### config.mk
export PLATFORM = sky130hd
export DESIGN_NAME = at93c46d_ctrl
export DESIGN_NICKNAME = d
export VERILOG_FILES = /design/src/rtl/at93c46d_ctrl.sv
export SDC_FILE = /design/constraint.sdc
export NUM_CORES = 1
export LEC_CHECK = 0
export BUFFER_PORTS_ARGS = -buffer_cell sky130_fd_sc_hd__buf_2
export CORE_MARGIN = 1
export CORE_UTILIZATION = 49
export CTS_CLUSTER_SIZE = 30
export DETAILED_ROUTE_END_ITERATION = 10
export GPL_TIMING_DRIVEN = 0
export HOLD_SLACK_MARGIN = 0.1
export PLACE_DENSITY = 0.79
export SKIP_LAST_GASP = 1
export SYNTH_ARGS = -nofsm -noshare
export SYNTH_HDL_FRONTEND = slang
export SYNTH_SLANG_ARGS = --single-unit
### constraint.sdc
create_clock -name clk -period 4.3 [get_ports clk]
set_input_delay 1.075 -clock clk [delete_from_list [all_inputs] [get_ports clk]]
set_output_delay 1.075 -clock clk [all_outputs]
set_load 0.03 [all_outputs]
### src/rtl/at93c46d_ctrl.sv
// Request sequencer in front of the AT93C46D SPI engine: one READ/WRITE at a time, one response each.
// Optional per-phase watchdog enabled by defining AT93C46D_CTRL_TIMEOUT_EN.
module at93c46d_ctrl #(
  parameter int unsigned WR_WAIT_CYCLES = 625000,
  parameter int unsigned GAP_CYCLES     = 4,
  parameter int unsigned TIMEOUT_CYCLES = 8192
) (
  input  logic        clk,
  input  logic        rst,
  input  logic        req_valid,
  output logic        req_ready,
  input  logic        req_write,
  input  logic [5:0]  req_addr,
  input  logic [15:0] req_wdata,
  output logic        rsp_valid,
  output logic [15:0] rsp_rdata,
  output logic        rsp_error,
  output logic        busy,
  output logic [7:0]  spi_cmd,
  output logic [15:0] spi_data_in,
  output logic        spi_start,
  input  logic        spi_cs,
  input  logic [15:0] spi_data_out
);

  localparam int unsigned MAX_WT  = (WR_WAIT_CYCLES > TIMEOUT_CYCLES) ? WR_WAIT_CYCLES : TIMEOUT_CYCLES;
  localparam int unsigned CNT_MAX = (MAX_WT > GAP_CYCLES) ? MAX_WT : GAP_CYCLES;
  localparam int unsigned CW      = $clog2(CNT_MAX + 1);
  localparam logic [CW-1:0] WR_LAST  = CW'((WR_WAIT_CYCLES > 0) ? WR_WAIT_CYCLES - 1 : 0);
  localparam logic [CW-1:0] GAP_LAST = CW'((GAP_CYCLES > 0) ? GAP_CYCLES - 1 : 0);

  typedef enum logic [2:0] {
    S_IDLE, S_START, S_ARM, S_BUSY, S_WR_WAIT, S_RESP, S_GAP
  } state_e;

  state_e        state_q, state_d;
  logic [CW-1:0] cnt_q, cnt_d;
  logic [7:0]    cmd_q, cmd_d;
  logic [15:0]   wdata_q, wdata_d;
  logic [15:0]   rdata_q, rdata_d;
  logic          wr_q, wr_d;
  logic          accept;
  logic          timeout;

  // The engine has no reset, so a transfer may still be running after rst.
  assign req_ready   = (state_q == S_IDLE) & ~spi_cs & ~rst;
  assign accept      = req_valid & req_ready;
  assign spi_start   = (state_q == S_START);
  assign rsp_valid   = (state_q == S_RESP);
  assign busy        = (state_q != S_IDLE);
  assign spi_cmd     = cmd_q;
  assign spi_data_in = wdata_q;
  assign rsp_rdata   = rdata_q;

`ifdef AT93C46D_CTRL_TIMEOUT_EN
  localparam logic [CW-1:0] TO_LAST = CW'((TIMEOUT_CYCLES > 0) ? TIMEOUT_CYCLES - 1 : 0);
  logic err_q;

  assign timeout = (cnt_q >= TO_LAST);

  // ARM->RESP is always a timeout; BUSY->RESP is one only while cs is still high.
  always_ff @(posedge clk) begin
    if (rst)
      err_q <= 1'b0;
    else if (state_d == S_RESP && state_q != S_RESP)
      err_q <= (state_q == S_ARM) | ((state_q == S_BUSY) & spi_cs);
  end
  assign rsp_error = err_q;
`else
  assign timeout   = 1'b0;
  assign rsp_error = 1'b0;
`endif

  always_comb begin
    state_d = state_q;
    cmd_d   = cmd_q;
    wdata_d = wdata_q;
    rdata_d = rdata_q;
    wr_d    = wr_q;
    case (state_q)
      S_IDLE: begin
        if (accept) begin
          cmd_d   = {(req_write ? 2'b01 : 2'b10), req_addr};
          wdata_d = req_wdata;
          wr_d    = req_write;
          state_d = S_START;
        end
      end
      S_START: state_d = S_ARM;
      S_ARM: begin
        if (spi_cs) begin
          state_d = S_BUSY;
        end else if (timeout) begin
          rdata_d = '0;
          state_d = S_RESP;
        end
      end
      S_BUSY: begin
        if (!spi_cs) begin
          if (wr_q) begin
            state_d = S_WR_WAIT;
          end else begin
            rdata_d = spi_data_out;
            state_d = S_RESP;
          end
        end else if (timeout) begin
          rdata_d = '0;
          state_d = S_RESP;
        end
      end
      S_WR_WAIT: begin
        if (cnt_q >= WR_LAST) begin
          rdata_d = '0;
          state_d = S_RESP;
        end
      end
      S_RESP: state_d = S_GAP;
      S_GAP: begin
        if (cnt_q >= GAP_LAST)
          state_d = S_IDLE;
      end
      default: state_d = S_IDLE;
    endcase

    // One shared counter: cleared on every state entry, saturating otherwise.
    if (state_d != state_q || state_q == S_IDLE)
      cnt_d = '0;
    else if (cnt_q == '1)
      cnt_d = cnt_q;
    else
      cnt_d = cnt_q + 1'b1;
  end

  always_ff @(posedge clk) begin
    if (rst) begin
      state_q <= S_IDLE;
      cnt_q   <= '0;
      cmd_q   <= '0;
      wdata_q <= '0;
      rdata_q <= '0;
      wr_q    <= 1'b0;
    end else begin
      state_q <= state_d;
      cnt_q   <= cnt_d;
      cmd_q   <= cmd_d;
      wdata_q <= wdata_d;
      rdata_q <= rdata_d;
      wr_q    <= wr_d;
    end
  end

endmodule
Yosys cells after proc, flatten, opt, wreduce, memory -nomap -nowiden --
Index checks and enable logic that the tools add are counted.
Storage, ports and cells: register bits after elaboration 64, RAM bits 0, bits in read-only memories 0, memories kept 0, latch bits 0, input port bits 43, output and inout bits 45, word-level logic and storage cells 44
Cells by class: equality and inequality tests 11, divide/modulo/power cells 0, shift operators 0, order comparisons 2, add/sub/neg operators 1, reductions and logical operators 7, multiply operators 0, mux-type cells 12, bitwise gates (word level) 5
Operators by type and width (number):
- $mux 16 | 3
- $pmux 16 s2 | 1
- $pmux 3 s7 | 1
- $add 20x1->20 const B | 1
- $eq 20x20->1 const B | 1
- $ge 20x2->1 const B | 1
- $ge 20x20->1 const B | 1
- $mux 3 | 5
- $eq 3x3->1 const B | 3
- $eq 3x2->1 const B | 2
- $ne 2x2->1 const B | 3
- $reduce_and 4->1 | 1
- $and 1x1->1 | 3
- $eq 3x1->1 const B | 1
- $logic_not 3->1 | 1
- $ne 3x3->1 | 1
- $reduce_bool 3->1 | 1
- $mux 2 | 1
- $not 1->1 | 2
- $reduce_and 2->1 | 1
- $reduce_bool 2->1 | 1
- $reduce_or 2->1 | 1
- $logic_or 1x1->1 | 1
- $mux 1 | 1

Logic depth before layout (Yosys ltp) --
Gate-level depths: netlist of the first run.
depth in word-level cells 9, mapped depth 7, depth with buffers taken out 6

Worst setup path before layout of the first run --
OpenSTA, ideal clock, no wires.
kind in2out, from input port spi_cs, to output port req_ready, arrival 1.851 ns, path slack 1.374 ns, cell stages on the path 1, path buffers 0, required time 3.225 ns, cell sequence nor3_1
On the way: cells in the longest elaborated chain, start to end 3
Ends and longest elaborated chain:
- start: declaration | RTL line 22 | input logic spi_cs,
- $not 1->1 | RTL line 46 | assign req_ready = (state_q == S_IDLE) & ~spi_cs & ~rst;
- $and 1x1->1 (2 in series) | RTL line 46
- end: declaration | RTL line 11 | output logic req_ready,
Every way passes these cells.

Worst setup path in the final report of the first run --
Same ends and word-level chain as after synthesis.

==> results.py, run 1 <==
metrics = {
    "outcome": {
        "outcome": "finished clean",
    },
    "sta": {
        "fmax_ghz": 0.3517,
        "min_period_ps": 2844,
        "rsz0062_at_grt": "no",
        "slew_viol_final": 0,
        "tightest_slew_ps": 1001,
        "setup_viol": 0,
        "setup_tns_ps": 0,
        "hold_viol": 0,
        "setup_ws_ps": 1456,
        "max-slew-margin-rel": 0.3265,
        "skew_ps": 12.33,
        "fin_crit_sh": 0.6613,
    },
    "floorplanning": {
        "die_height_um": 75,
        "die_width_um": 75,
        "rows": 26,
        "floorplan.initialDensity": 0.5113,
        "io_pins": 88,
        "die_area_um2": 5625,
        "design.core.area_um2": 5107,
    },
    "critical_path": {
        "startpoint_type": "input pin",
        "end_kind": "output pin",
        "critPathKind": "input pin to output pin",
        "cp.required_ps": 3220,
        "critPathArrivalTime_ps": 1770,
        "path_max_fanout": 4,
    },
    "detailed_routing": {
        "post_drt_wl_per_cell_um": 12.31,
        "num_vias": 2476,
        "drt-total-wl_um": 5909,
        "dr.first_iter.drc_count": 147,
        "dr.pass1.iters": 4,
        "route.detailed.drc": 0,
        "via_per_inst": 5.158,
        "detail-route-antenna-nets": 0,
    },
    "cells_and_area": {
        "layout_common_cells": "91 x buf_2, 63 x dfxtp_1, 59 x nand2_1",
        "n_antenna_cell": 0,
        "final_common_cell": "buf_2",
        "num-fill-cells": 467,
        "nets": 449,
        "syn_to_final_growth_pct": 27.79,
        "drive_gt1_frac": 0.2780,
    },
    "global_route": {
        "grt_pass1_wl_um": 8845,
        "grt_use_met2": 0.3253,
        "grt_use_total": 0.2103,
        "grt_max_degree": 13,
        "antenna_found_initial": 0,
        "grt_pass1_vias": 2010,
        "grt.met1_usage": 0.2659,
        "busiest_layer": "met2",
        "gr-total-overflow": 0,
        "grt_use_met3": 0.07631,
    },
    "cts": {
        "clock_latency_ps": 340,
        "cts.sinks": 63,
        "cts_setup_buffers": 0,
        "clockBufferDepth": 2,
        "htree_levels": 3,
        "cts_resized": 0,
        "numCtsBuffers": 9,
        "cts_root_buffer": "clkbuf_8",
        "postCtsHoldBufs": 0,
        "path_clk_slew_ps": 70,
        "cts_tree": "done",
    },
    "synth": {
        "yosys_most_used_dff": "dfxtp_1",
        "ys_seq_area_frac": 0.4830,
        "synth-seq-cells": 63,
        "synth_edf_count": 0,
        "synth_cell_types": 40,
        "syn-num-nets": 352,
        "ys_warn_count": 0,
        "syn-cell-area_um2": 2611,
        "avgSynthCellArea_um2": 8.478,
        "async_flop_share": 0,
        "syn_inst": 308,
    },
    "pwr": {
        "internal_power_w": 0.0009121,
        "p_switching_w": 0.0003004,
        "power_frac_comb": 0.075,
        "p_sw_frac": 0.2477,
        "p_per_area_nw_per_um2": 363.3,
        "vdd_drop_max_v": 0.0002146,
        "p_leak_nw": 1.367,
        "pwr-share-seq": 0.494,
        "p_clk_frac": 0.430,
    },
    "placement": {
        "dp_hpwl_um": 4232,
        "io_buffer_count": 86,
        "pre_cts_ws_ps": 1443,
        "gp_congestion": 0.9156,
    },
    "flow_run": {
        "cap_violations": 0,
    },
    "hold_path": {
        "hold_path_class": "flip-flop to flip-flop",
    },
}
-- per-layer routing --
metal | wire length, um | share of wire
met4 | 76 | 0.013
met1 | 2688 | 0.45
met5 | 0 | 0
met3 | 318 | 0.054
met2 | 2826 | 0.48
-- worst paths after layout --
kind / start / to / slack (ps) / cells after the start
worst max-delay path: spi_cs / req_ready / 1460 / 3
worst min-delay path: spi_data_in[15] / spi_data_in[15] / 450 / 2
worst max register to register: cnt_q[5] / cnt_q[15] / 2000 / 7
worst min register to register: spi_data_in[15] / spi_data_in[15] / 450 / 2
-- synthesized netlist by cell type (3+ instances only) --
cell      instances  area (um^2)
a22o_1           16        140.1
a211oi_1          5        37.54
nor4_1            5        31.28
nor3_1            8        40.04
nand2_1          59        221.5
a21oi_1          32        160.2
inv_1             4        15.01
or3_1             3        18.77
o21ai_0          11        55.05
nor2_1           23        86.33
dfxtp_1          63         1261
nand2b_1          4        25.02
nand3_1          12        60.06
buf_2             5        25.02
nand4_1           4        25.02
xnor2_1           9        78.83
xor2_1            6        52.55
clkbuf_1         10        37.54
-- critical path, stage by stage --
cell	delay (ps)
buf_2	130
nor3_1	300
buf_2	270
-- layout make-up --
class                           instances  area [um^2]  area share
Timing Repair Buffer                   86        430.4      0.1290
Tap cell                               70        87.58     0.02625
Sequential cell                        63         1261      0.3780
Clock buffer                           10        137.6     0.04124
Buffer                                 20        103.9     0.03112
Multi-Input combinational cell        221         1231      0.3690
Clock inverter                          6        70.07     0.02100
Inverter                                4        15.01    0.004499
-- stage by stage --
step	power, W	utilization	hold slack, ps	std cells	area [um^2]
finish	0.001212	0.6534	452.4	480	3337
global route	0.001259	0.6534	482.8	480	3337
CTS	0.001221	0.6534	452.4	480	3337
detailed placement	0.0007035	0.6127	443.0	464	3129
global placement	0.0007020	0.6127	438.9	464	3129
floorplan	0.0006658	-	462.8	308	2611
-- cells by family (layout without fill, tap and decap cells) --
group                    Yosys count  count (layout)  share of synthesized area
AO/OA/AOI/OAI                     72              72                     0.1744
XOR/XNOR                          15              15                    0.05031
adder cells (fa/ha/maj)            1               1                   0.004791
buffers and inverters             24             126                    0.04551
flip-flops                        63              63                     0.4830
multiplexers                       2               2                   0.007667
other                              1               1                   0.001436
AND/OR/NAND/NOR                  130             130                     0.2329
-- flip-flops by register name, summed over array words and instances (netlist names) --
name	flops
cnt_q	20
rsp_rdata	16
spi_data_in	16
spi_cmd	8
state_q	3
-- power groups by stage --
stage	logic [W]	registers, W	clock network (W)
finish	0.0000914	0.000599	0.000522
global route	0.0000996	0.000601	0.000559
CTS	0.0000914	0.000599	0.000530
detailed placement	0.0000907	0.000613	0
global placement	0.0000897	0.000612	0
floorplan	0.0000378	0.000628	0
No activity file was read; power rests on OpenSTA's default activity.
==> inputs of run 2 (changes only) <==
Settings changed: CORE_UTILIZATION 49 to 45, PLACE_DENSITY 0.79 to 0.76.
Clock period 4.3 ns to 2.6 ns, I/O delays scaled along.
==> run 2 against run 1 <==
First-iteration DRC count is 9.5% lower. Worst hold slack improved by 0.69 ps. Combinational power rose by 65%. Final cell count grew 0.42%. Via count rose by 1.8%. Critical path depth did not move.
==> results.py, run 2 (synthesized netlist as in run 1, its figures left out) <==
metrics = {
    "global_route": {
        "grt_pass1_wl_um": 10370,
        "antenna_found_initial": 0,
        "grt_pass1_vias": 2277,
        "gr-total-overflow": 0,
        "grt_use_total": 0.2153,
        "grt_max_degree": 13,
    },
    "placement": {
        "dp_hpwl_um": 4341,
        "gp_congestion": 0.8790,
        "io_buffer_count": 86,
        "placed_area_um2": 3132,
    },
    "sta": {
        "hold_viol": 0,
        "fin_crit_sh": 0.9042,
        "setup_viol": 0,
        "fmax_ghz": 0.4254,
        "rsz0062_at_grt": "no",
        "max-slew-margin-rel": 0.2288,
        "setup_tns_ps": 0,
        "tightest_slew_ps": 1146,
        "min_period_ps": 2351,
        "skew_ps": 7.425,
        "slew_viol_final": 0,
    },
    "critical_path": {
        "startpoint": "state_q[0]",
        "reg2reg_to": "rsp_rdata[6]",
        "cp.depth": 3,
        "critPathArrivalTime_ps": 1700,
        "crit_slowest_cell": "or3_1",
        "crit_chain": "or3_1 -> nor3_1 -> buf_2",
        "startpoint_type": "flip-flop",
        "rr_startpoint": "cnt_q[0]",
        "timing.critical_path.buf_inv": 1,
        "ff2ff_path_depth": 7,
        "path_max_fanout": 10,
        "crit_end": "req_ready",
        "critical_path.top_delay_family": "simple AND/OR/NAND/NOR gates",
        "critPathMaxStageDelay_ps": 450,
        "end_kind": "output pin",
        "rrSetupSlack_ps": 300,
        "cp.required_ps": 1950,
        "critPathKind": "flip-flop to output pin",
    },
    "detailed_routing": {
        "num_vias": 2521,
        "dr.first_iter.drc_count": 133,
        "detail-route-antenna-nets": 0,
        "wl_met3_um": 420,
        "route.detailed.drc": 0,
        "dr.pass1.iters": 4,
        "drt-total-wl_um": 6163,
        "wl_met1_um": 2770,
        "via_per_inst": 5.230,
        "wl_met2_um": 2847,
        "post_drt_wl_per_cell_um": 12.79,
        "routed.top_layer": "met4",
    },
    "cells_and_area": {
        "drive_gt1_frac": 0.2780,
        "fin_util": 0.6052,
        "top_register": "cnt_q",
        "design_area_um2": 3353,
        "largest_register_ffs": 20,
        "layout_common_cells": "91 x buf_2, 63 x dfxtp_1, 59 x nand2_1",
        "final_common_cell": "buf_2",
        "nets": 449,
        "syn_to_final_growth_pct": 28.41,
        "n_antenna_cell": 0,
        "num-fill-cells": 497,
    },
    "hold_path": {
        "hold_path_class": "flip-flop to flip-flop",
    },
    "floorplanning": {
        "die_area_um2": 6111,
        "die_width_um": 78.18,
        "rows": 27,
        "design.core.area_um2": 5540,
        "floorplan.initialDensity": 0.4713,
        "die_height_um": 78.18,
        "io_pins": 88,
    },
    "pwr": {
        "p_per_area_nw_per_um2": 620.0,
        "vdd_drop_max_v": 0.0002977,
        "p_leak_nw": 1.378,
        "p_total_w": 0.002079,
    },
    "cts": {
        "postCtsHoldBufs": 0,
        "cts_tree": "done",
        "path_clk_slew_ps": 70,
        "clockBufferDepth": 2,
        "cts_root_buffer": "clkbuf_8",
        "htree_levels": 3,
        "cts_resized": 0,
        "numCtsBuffers": 9,
        "cts.sinks": 63,
        "cts_setup_buffers": 0,
        "clock_latency_ps": 340,
    },
    "outcome": {
        "outcome": "finished clean",
    },
    "flow_run": {
        "cap_violations": 0,
    },
}
## run 2: worst reg2reg max path, cell delays in order, from the launching register on
cell     delay (ps)
dfxtp_1         340
ha_1            250
a21oi_1         160
nor4_1           80
o31a_1          310
nor3_1          600
buf_2           340
a22o_1          170
## run 2: worst min path at each step
| stage | cells past startpoint | start | to |
|---|---|---|---|
| after floorplan | 2 | cnt_q[1] | cnt_q[1] |
| after global placement | 2 | spi_data_in[11] | spi_data_in[11] |
| after detailed placement | 2 | spi_cmd[5] | spi_cmd[5] |
| after CTS | 2 | spi_cmd[5] | spi_cmd[5] |
| after global routing | 2 | spi_data_in[15] | spi_data_in[15] |
| final | 2 | spi_data_in[15] | spi_data_in[15] |
## run 2: area by class of cell
class	count	area, um^2	area share
Inverter	4	15.01	0.004478
Multi-Input combinational cell	221	1231	0.3672
Buffer	20	103.9	0.03097
Timing Repair Buffer	86	430.4	0.1284
Sequential cell	63	1261	0.3761
Clock buffer	9	123.9	0.03694
Tap cell	72	90.09	0.02687
Clock inverter	7	97.59	0.02910
## run 2: per-stage QoR
stage / std cells / hold WS [ps] / setup WS [ps]
final: 482 / 453.1 / 249.0
after global routing: 482 / 470.3 / 53.51
after CTS: 482 / 452.9 / 244.9
after detailed placement: 466 / 442.9 / 86.93
after global placement: 466 / 438.4 / 151.9
after floorplan: 308 / 462.8 / 137.9
## run 2: power breakdown
part           switching [W]  internal, W  total, W
combinational      0.0000947    0.0000566  0.000151
sequential         0.0000105     0.000981  0.000991
clock               0.000396     0.000540  0.000937
total               0.000501      0.00158   0.00208
## run 2: routing by layer
layer / global-route usage / vias up
li1: - / 1265
met1: 0.2658 / 1164
met2: 0.3360 / 79
met3: 0.06628 / 13
met4: 0.1130 / 0
met5: 0 / -
